**config.mk**
```make
export PLATFORM = sky130hd
export DESIGN_NAME = alu_op_scheduler_flat
export DESIGN_NICKNAME = d
export VERILOG_FILES = /design/src/rtl/alu_op_scheduler_if.sv /design/src/rtl/alu_op_scheduler.sv /design/src/flat_wrapper.sv
export SDC_FILE = /design/constraint.sdc
export NUM_CORES = 1
export LEC_CHECK = 0
export ABC_AREA = 1
export CORE_UTILIZATION = 30
export CTS_CLUSTER_DIAMETER = 200
export DETAILED_ROUTE_END_ITERATION = 7
export PLACE_DENSITY = 0.49
export SYNTH_ARGS = -nofsm -noshare
export SYNTH_HDL_FRONTEND = slang
export SYNTH_SLANG_ARGS = --single-unit
```
**constraint.sdc**
```tcl
create_clock -name i_clk -period 2.27 [get_ports i_clk]
set_input_delay 0.454 -clock i_clk [delete_from_list [all_inputs] [get_ports i_clk]]
set_output_delay 0.454 -clock i_clk [all_outputs]
set_load 0.05 [all_outputs]
```
**src/rtl/alu_op_scheduler_if.sv**
```systemverilog
// Request, ALU, and TX FIFO write-port signals of alu_op_scheduler, named from the scheduler's side.
// The master modport is the scheduler. The slave modport is its environment.
interface alu_op_scheduler_if #(
  parameter int unsigned DATA_WIDTH  = 8,
  parameter int unsigned FUN_WIDTH   = 4,
  parameter int unsigned QUEUE_DEPTH = 4
);
  localparam int unsigned LvlW = $clog2(QUEUE_DEPTH) + 1;

  logic                    i_cmd_vld;
  logic [FUN_WIDTH-1:0]    i_cmd_fun;
  logic                    o_cmd_rdy;
  logic                    o_alu_clk_en;
  logic                    o_alu_en;
  logic [FUN_WIDTH-1:0]    o_alu_fun;
  logic [2*DATA_WIDTH-1:0] i_alu_out;
  logic                    i_alu_out_vld;
  logic                    i_fifo_full;
  logic [DATA_WIDTH-1:0]   o_wr_data;
  logic                    o_wr_inc;
  logic                    o_busy;
  logic                    o_timeout_err;
  logic [LvlW-1:0]         o_q_level;

  modport master (
    input  i_cmd_vld, i_cmd_fun, i_alu_out, i_alu_out_vld, i_fifo_full,
    output o_cmd_rdy, o_alu_clk_en, o_alu_en, o_alu_fun, o_wr_data, o_wr_inc, o_busy,
           o_timeout_err, o_q_level
  );

  modport slave (
    output i_cmd_vld, i_cmd_fun, i_alu_out, i_alu_out_vld, i_fifo_full,
    input  o_cmd_rdy, o_alu_clk_en, o_alu_en, o_alu_fun, o_wr_data, o_wr_inc, o_busy,
           o_timeout_err, o_q_level
  );
endinterface

```
**src/rtl/alu_op_scheduler.sv**
```systemverilog
// Queues ALU commands and issues them one at a time to the gated-clock ALU.
// Each 16-bit result is streamed into the TX FIFO as two bytes, low byte first.
module alu_op_scheduler #(
  parameter int unsigned DATA_WIDTH  = 8,
  parameter int unsigned FUN_WIDTH   = 4,
  parameter int unsigned QUEUE_DEPTH = 4,   // power of 2, >= 2
  parameter int unsigned ALU_TIMEOUT = 15   // 1..255
) (
  input logic                i_clk,
  input logic                i_rst,
  alu_op_scheduler_if.master bus
);
  localparam int unsigned PtrW = $clog2(QUEUE_DEPTH);
  localparam int unsigned LvlW = PtrW + 1;
  localparam logic [7:0]  TimeoutLast = 8'(ALU_TIMEOUT - 1);

  typedef enum logic [2:0] {
    StIdle, StGateOn, StIssue, StWait, StSendLo, StSendHi
  } state_e;

  state_e                  r_state, w_state_d;
  logic [FUN_WIDTH-1:0]    r_queue [QUEUE_DEPTH];
  logic [PtrW-1:0]         r_rd_ptr, r_wr_ptr;
  logic [LvlW-1:0]         r_level, w_level_d, w_lvl_after_pop;
  logic [7:0]              r_cnt, w_cnt_d;
  logic [2*DATA_WIDTH-1:0] r_result, w_result_d;
  logic [FUN_WIDTH-1:0]    r_last_fun;
  logic [FUN_WIDTH-1:0]    w_head;
  logic                    w_full, w_push, w_pop;
  logic                    w_wr_inc;
  logic [DATA_WIDTH-1:0]   w_wr_data;

  assign w_full          = (r_level == LvlW'(QUEUE_DEPTH));
  assign w_push          = bus.i_cmd_vld & ~w_full;
  assign w_head          = r_queue[r_rd_ptr];
  assign w_level_d       = r_level + LvlW'(w_push) - LvlW'(w_pop);
  // The pop paths use this. A concurrent push keeps the ALU clock running.
  assign w_lvl_after_pop = r_level - LvlW'(1) + LvlW'(w_push);

  assign bus.o_cmd_rdy = ~w_full;
  assign bus.o_busy    = (r_state != StIdle);
  assign bus.o_q_level = r_level;

  always_comb begin
    w_state_d         = r_state;
    w_cnt_d           = r_cnt;
    w_result_d        = r_result;
    w_pop             = 1'b0;
    w_wr_inc          = 1'b0;
    w_wr_data         = '0;
    bus.o_alu_clk_en  = 1'b0;
    bus.o_alu_en      = 1'b0;
    bus.o_alu_fun     = r_last_fun;
    bus.o_timeout_err = 1'b0;
    unique case (r_state)
      StIdle: begin
        if (r_level != '0) w_state_d = StGateOn;
      end
      StGateOn: begin
        bus.o_alu_clk_en = 1'b1;
        w_state_d        = StIssue;
      end
      StIssue: begin
        bus.o_alu_clk_en = 1'b1;
        bus.o_alu_en     = 1'b1;
        bus.o_alu_fun    = w_head;
        w_cnt_d          = '0;
        w_state_d        = StWait;
      end
      StWait: begin
        bus.o_alu_clk_en = 1'b1;
        if (bus.i_alu_out_vld) begin
          w_result_d = bus.i_alu_out;
          w_state_d  = StSendLo;
        end else if (r_cnt == TimeoutLast) begin
          bus.o_timeout_err = 1'b1;
          w_pop             = 1'b1;
          w_state_d         = (w_lvl_after_pop != '0) ? StIssue : StIdle;
        end else begin
          w_cnt_d = r_cnt + 8'd1;
        end
      end
      StSendLo: begin
        bus.o_alu_clk_en = 1'b1;
        if (!bus.i_fifo_full) begin
          w_wr_inc  = 1'b1;
          w_wr_data = r_result[DATA_WIDTH-1:0];
          w_state_d = StSendHi;
        end
      end
      StSendHi: begin
        bus.o_alu_clk_en = 1'b1;
        if (!bus.i_fifo_full) begin
          w_wr_inc  = 1'b1;
          w_wr_data = r_result[2*DATA_WIDTH-1:DATA_WIDTH];
          w_pop     = 1'b1;
          w_state_d = (w_lvl_after_pop != '0) ? StIssue : StIdle;
        end
      end
      default: w_state_d = StIdle;
    endcase
  end

  // A reset arriving mid-send must not leak a write strobe in its own cycle.
  assign bus.o_wr_inc  = w_wr_inc & ~i_rst;
  assign bus.o_wr_data = i_rst ? '0 : w_wr_data;

  always_ff @(posedge i_clk) begin
    if (i_rst) begin
      r_state    <= StIdle;
      r_rd_ptr   <= '0;
      r_wr_ptr   <= '0;
      r_level    <= '0;
      r_cnt      <= '0;
      r_result   <= '0;
      r_last_fun <= '0;
    end else begin
      r_state  <= w_state_d;
      r_level  <= w_level_d;
      r_cnt    <= w_cnt_d;
      r_result <= w_result_d;
      if (w_push) r_wr_ptr <= r_wr_ptr + PtrW'(1);
      if (w_pop) r_rd_ptr <= r_rd_ptr + PtrW'(1);
      if (r_state == StIssue) r_last_fun <= w_head;
    end
  end

  // Storage needs no reset; the pointers and level define what is valid.
  always_ff @(posedge i_clk) begin
    if (w_push) r_queue[r_wr_ptr] <= bus.i_cmd_fun;
  end
endmodule

```
**src/flat_wrapper.sv**
```systemverilog
// flat-port wrapper written by rule: the top's interface ports become plain ports
module alu_op_scheduler_flat 
#(
  parameter int unsigned DATA_WIDTH  = 8,
  parameter int unsigned FUN_WIDTH   = 4,
  parameter int unsigned QUEUE_DEPTH = 4,                      
  parameter int unsigned ALU_TIMEOUT = 15            
)
  (i_clk, i_rst, bus_i_cmd_vld, bus_i_cmd_fun, bus_i_alu_out, bus_i_alu_out_vld, bus_i_fifo_full, bus_o_cmd_rdy, bus_o_alu_clk_en, bus_o_alu_en, bus_o_alu_fun, bus_o_wr_data, bus_o_wr_inc, bus_o_busy, bus_o_timeout_err, bus_o_q_level);
  alu_op_scheduler_if #(.DATA_WIDTH(DATA_WIDTH), .FUN_WIDTH(FUN_WIDTH), .QUEUE_DEPTH(QUEUE_DEPTH)) bus_i ();
  input logic i_clk;
  input logic i_rst;
  input wire logic [$bits(bus_i.i_cmd_vld)-1:0] bus_i_cmd_vld;
  input wire logic [$bits(bus_i.i_cmd_fun)-1:0] bus_i_cmd_fun;
  input wire logic [$bits(bus_i.i_alu_out)-1:0] bus_i_alu_out;
  input wire logic [$bits(bus_i.i_alu_out_vld)-1:0] bus_i_alu_out_vld;
  input wire logic [$bits(bus_i.i_fifo_full)-1:0] bus_i_fifo_full;
  output wire logic [$bits(bus_i.o_cmd_rdy)-1:0] bus_o_cmd_rdy;
  output wire logic [$bits(bus_i.o_alu_clk_en)-1:0] bus_o_alu_clk_en;
  output wire logic [$bits(bus_i.o_alu_en)-1:0] bus_o_alu_en;
  output wire logic [$bits(bus_i.o_alu_fun)-1:0] bus_o_alu_fun;
  output wire logic [$bits(bus_i.o_wr_data)-1:0] bus_o_wr_data;
  output wire logic [$bits(bus_i.o_wr_inc)-1:0] bus_o_wr_inc;
  output wire logic [$bits(bus_i.o_busy)-1:0] bus_o_busy;
  output wire logic [$bits(bus_i.o_timeout_err)-1:0] bus_o_timeout_err;
  output wire logic [$bits(bus_i.o_q_level)-1:0] bus_o_q_level;
  assign bus_i.i_cmd_vld = bus_i_cmd_vld;
  assign bus_i.i_cmd_fun = bus_i_cmd_fun;
  assign bus_i.i_alu_out = bus_i_alu_out;
  assign bus_i.i_alu_out_vld = bus_i_alu_out_vld;
  assign bus_i.i_fifo_full = bus_i_fifo_full;
  assign bus_o_cmd_rdy = bus_i.o_cmd_rdy;
  assign bus_o_alu_clk_en = bus_i.o_alu_clk_en;
  assign bus_o_alu_en = bus_i.o_alu_en;
  assign bus_o_alu_fun = bus_i.o_alu_fun;
  assign bus_o_wr_data = bus_i.o_wr_data;
  assign bus_o_wr_inc = bus_i.o_wr_inc;
  assign bus_o_busy = bus_i.o_busy;
  assign bus_o_timeout_err = bus_i.o_timeout_err;
  assign bus_o_q_level = bus_i.o_q_level;
  alu_op_scheduler #(.DATA_WIDTH(DATA_WIDTH), .FUN_WIDTH(FUN_WIDTH), .QUEUE_DEPTH(QUEUE_DEPTH), .ALU_TIMEOUT(ALU_TIMEOUT)) u_core (.i_clk(i_clk), .i_rst(i_rst), .bus(bus_i));
endmodule
```
==> flow_summary.yaml <==
critical_path:
  reg2reg_slack_ps: 140
  path_class: "reg2out"
  required_ps: 1820
  worstPathArrival_ps: 1680
  endpoint_kind: "primary output"
  cp_max_fo: 6
  critPathLaunchType: "register"
grt:
  grt_pass1_wl_um: 10900
  track_usage: 0.141
  grt_pass1_vias: 2330
  grt_max_degree: 28
  antenna_found_initial: 0
  gr-total-overflow: 0
synthesis:
  yosys_warnings: 0
  synth-edff-count: 16
  syn_area_mm2: 0.00279
  syn_nets: 395
  ys_seq_area_frac: 0.460
  synthArstFlopShare: 0
  synth_top_area_share: 0.287
  netlist.top_cell.by_area: "dfxtp_1"
  syn-mean-instance-area_um2: 7.76
  synth.area.top_cells: "dfxtp_1, edfxtp_1, nand2_1, nor2_1, a21oi_1"
  ys_ff_latch: 56
  synthCells: 359
  synth.distinct_cells: 30
  yosysMostFrequentCell: "nand2_1"
  yosys-top-cells-count: "nand2_1, nor2_1, dfxtp_1, a21oi_1, inv_1"
  synth_flop_cell: "dfxtp_1"
placed_design:
  port_buffers: 45
  globalplace.congestion: 0.827
  dp_hpwl_um: 4670
worst_hold_path:
  holdCritPathClass: "reg2reg"
cts:
  holdBufCountCts: 0
  root_buffer: "clkbuf_8"
  clk_pin_slew_ps: 110
  htree_levels: 2
  cts_inserted_buffers: 5
  cts_sinks: 56
  clk_latency_ps: 310
  cts.path.max_buffers: 2
  cts_tree: "done"
timing:
  setup-violations-final: 0
  fmax_ghz: 0.468
  rsz0062_at_grt: "false"
  worst_pin_slew_ps: 511
  period_minus_slack_ps: 2140
  fin_crit_sh: 0.941
  finClkSkew_ps: 3.26
  max_slew_margin: 0.659
  hold_viol: 0
  setup_tns_ps: 0
  slew_viol_final: 0
cells_and_area:
  nNetsFinal: 454
  antenna_cells: 0
  drive_gt1_frac: 0.200
  areaGrowthSynthToFinish_pct: 35.1
  fill_cells: 937
  multiInputGateArea_mm2: 0.00135
  layout.area.seq_mm2: 0.00129
  utilization: 0.425
floorplanning:
  coreArea_mm2: 0.00885
  die_h_um: 98.4
  start_util: 0.315
  dieArea_mm2: 0.00968
  fp-row-count: 34
  die_w_um: 98.4
  io_pins: 46
power_and_ir_drop:
  vdd.ir_drop.worst_mv: 0.550
  powerDensity_mw_per_mm2: 770
  total_power_mw: 2.90
  leakage_nw: 1.48
routing:
  finalWirelength_um: 6360
  vias_per_cell: 4.57
  routedWlPerCell_um: 12.1
  antenna_left: 0
  drc: 0
  via_count: 2411
  firstDrtPassIters: 6
  drt_iter0_drc: 59
run:
  cap_violations: 0
status:
  outcome: "finished clean"
## report_power, final
group	leakage, nW	switching [mW]	total (mW)	internal (mW)
clock	0.0452	0.353	0.579	0.226
sequential	0.473	0.0664	1.19	1.13
combinational	0.964	0.703	1.13	0.424
## registers in the layout, indices dropped and copies added (netlist names), named ones only
signal / count
u_core.r_wr_ptr: 2
u_core.r_rd_ptr: 2
u_core.bus.o_q_level: 3
u_core.r_state: 3
u_core.r_result: 16
u_core.r_cnt: 8
u_core.r_queue: 16
u_core.r_last_fun: 4
## critical path, stage by stage, from the launching register on
cell and delay (ps):
dfxtp_2 350, buf_6 140, nor2_4 120, nand2_4 80
nor2_4 120, buf_6 120, a22oi_1 80, nor2_1 170
clkbuf_16 190
## routing by layer
layer	global-route usage	vias up	share of wire
li1	-	1282	-
met1	0.191	1075	0.50
met2	0.224	49	0.45
met3	0.0322	5	0.040
met4	0.0413	0	0.012
met5	0	-	0
## worst paths after layout
check | startpoint | depth (start not counted) | endpoint
setup / recovery | u_core.r_state[0] | 8 | bus_o_wr_data[7]
hold / removal | u_core.r_result[12] | 2 | u_core.r_result[12]
setup reg to reg | u_core.r_cnt[0] | 12 | u_core.bus.o_q_level[2]
hold reg to reg | u_core.r_result[12] | 2 | u_core.r_result[12]
## cell usage in the layout, fill, tap and decap left out, types with 6 or more instances in the layout
cell             netlist  final
a21oi_1               34     34
a22oi_1                8      8
buf_12                 0     14
buf_4                  1     20
clkdlybuf4s50_1        0     27
dfxtp_1               40     34
edfxtp_1              16     16
ha_1                  10     10
inv_1                 30     30
inv_2                  6      6
nand2_1               79     75
nand2_2                7      9
nand3_1               28     28
nor2_1                53     48
nor2_2                 4      6
o21ai_0               14     14
## timing repair
action / CTS / global route
gates resized for setup: 4 / 18
endpoints found under the hold margin: 0 / 0
pin swaps: 1 / 4
buffers inserted: 0 / 2
setup endpoints to repair: 8 / 14
## kinds of logic (layout without fill, tap and decap cells)
group | Yosys count | in the layout | share of synthesized area
flops | 56 | 56 | 0.460
xor+xnor | 4 | 4 | 0.0126
compound gates | 60 | 60 | 0.125
simple gates | 179 | 179 | 0.278
fa+ha+maj | 11 | 11 | 0.0521
buf+inv | 49 | 109 | 0.0718
## stage by stage
step	instance area (um^2)	hold WS, ps	setup WS (ps)	cells
3_5_place_dp	3590	456	-153	517
2_1_floorplan	2790	440	45.8	359
6_report	3760	470	134	527
4_1_cts	3690	472	0.496	525
5_1_grt	3760	485	0.252	527
3_3_place_gp	3590	448	-126	517
## area by class of cell
class                   count  share of cell area
repair buffers             65               0.201
well taps                 108              0.0359
flip-flops and latches     56               0.343
multi-input cells         254               0.359
clock buffers               5              0.0183
clock inverters             3             0.00665
inverters                  36              0.0359
Note: power is estimated with default switching activity, not from simulation.
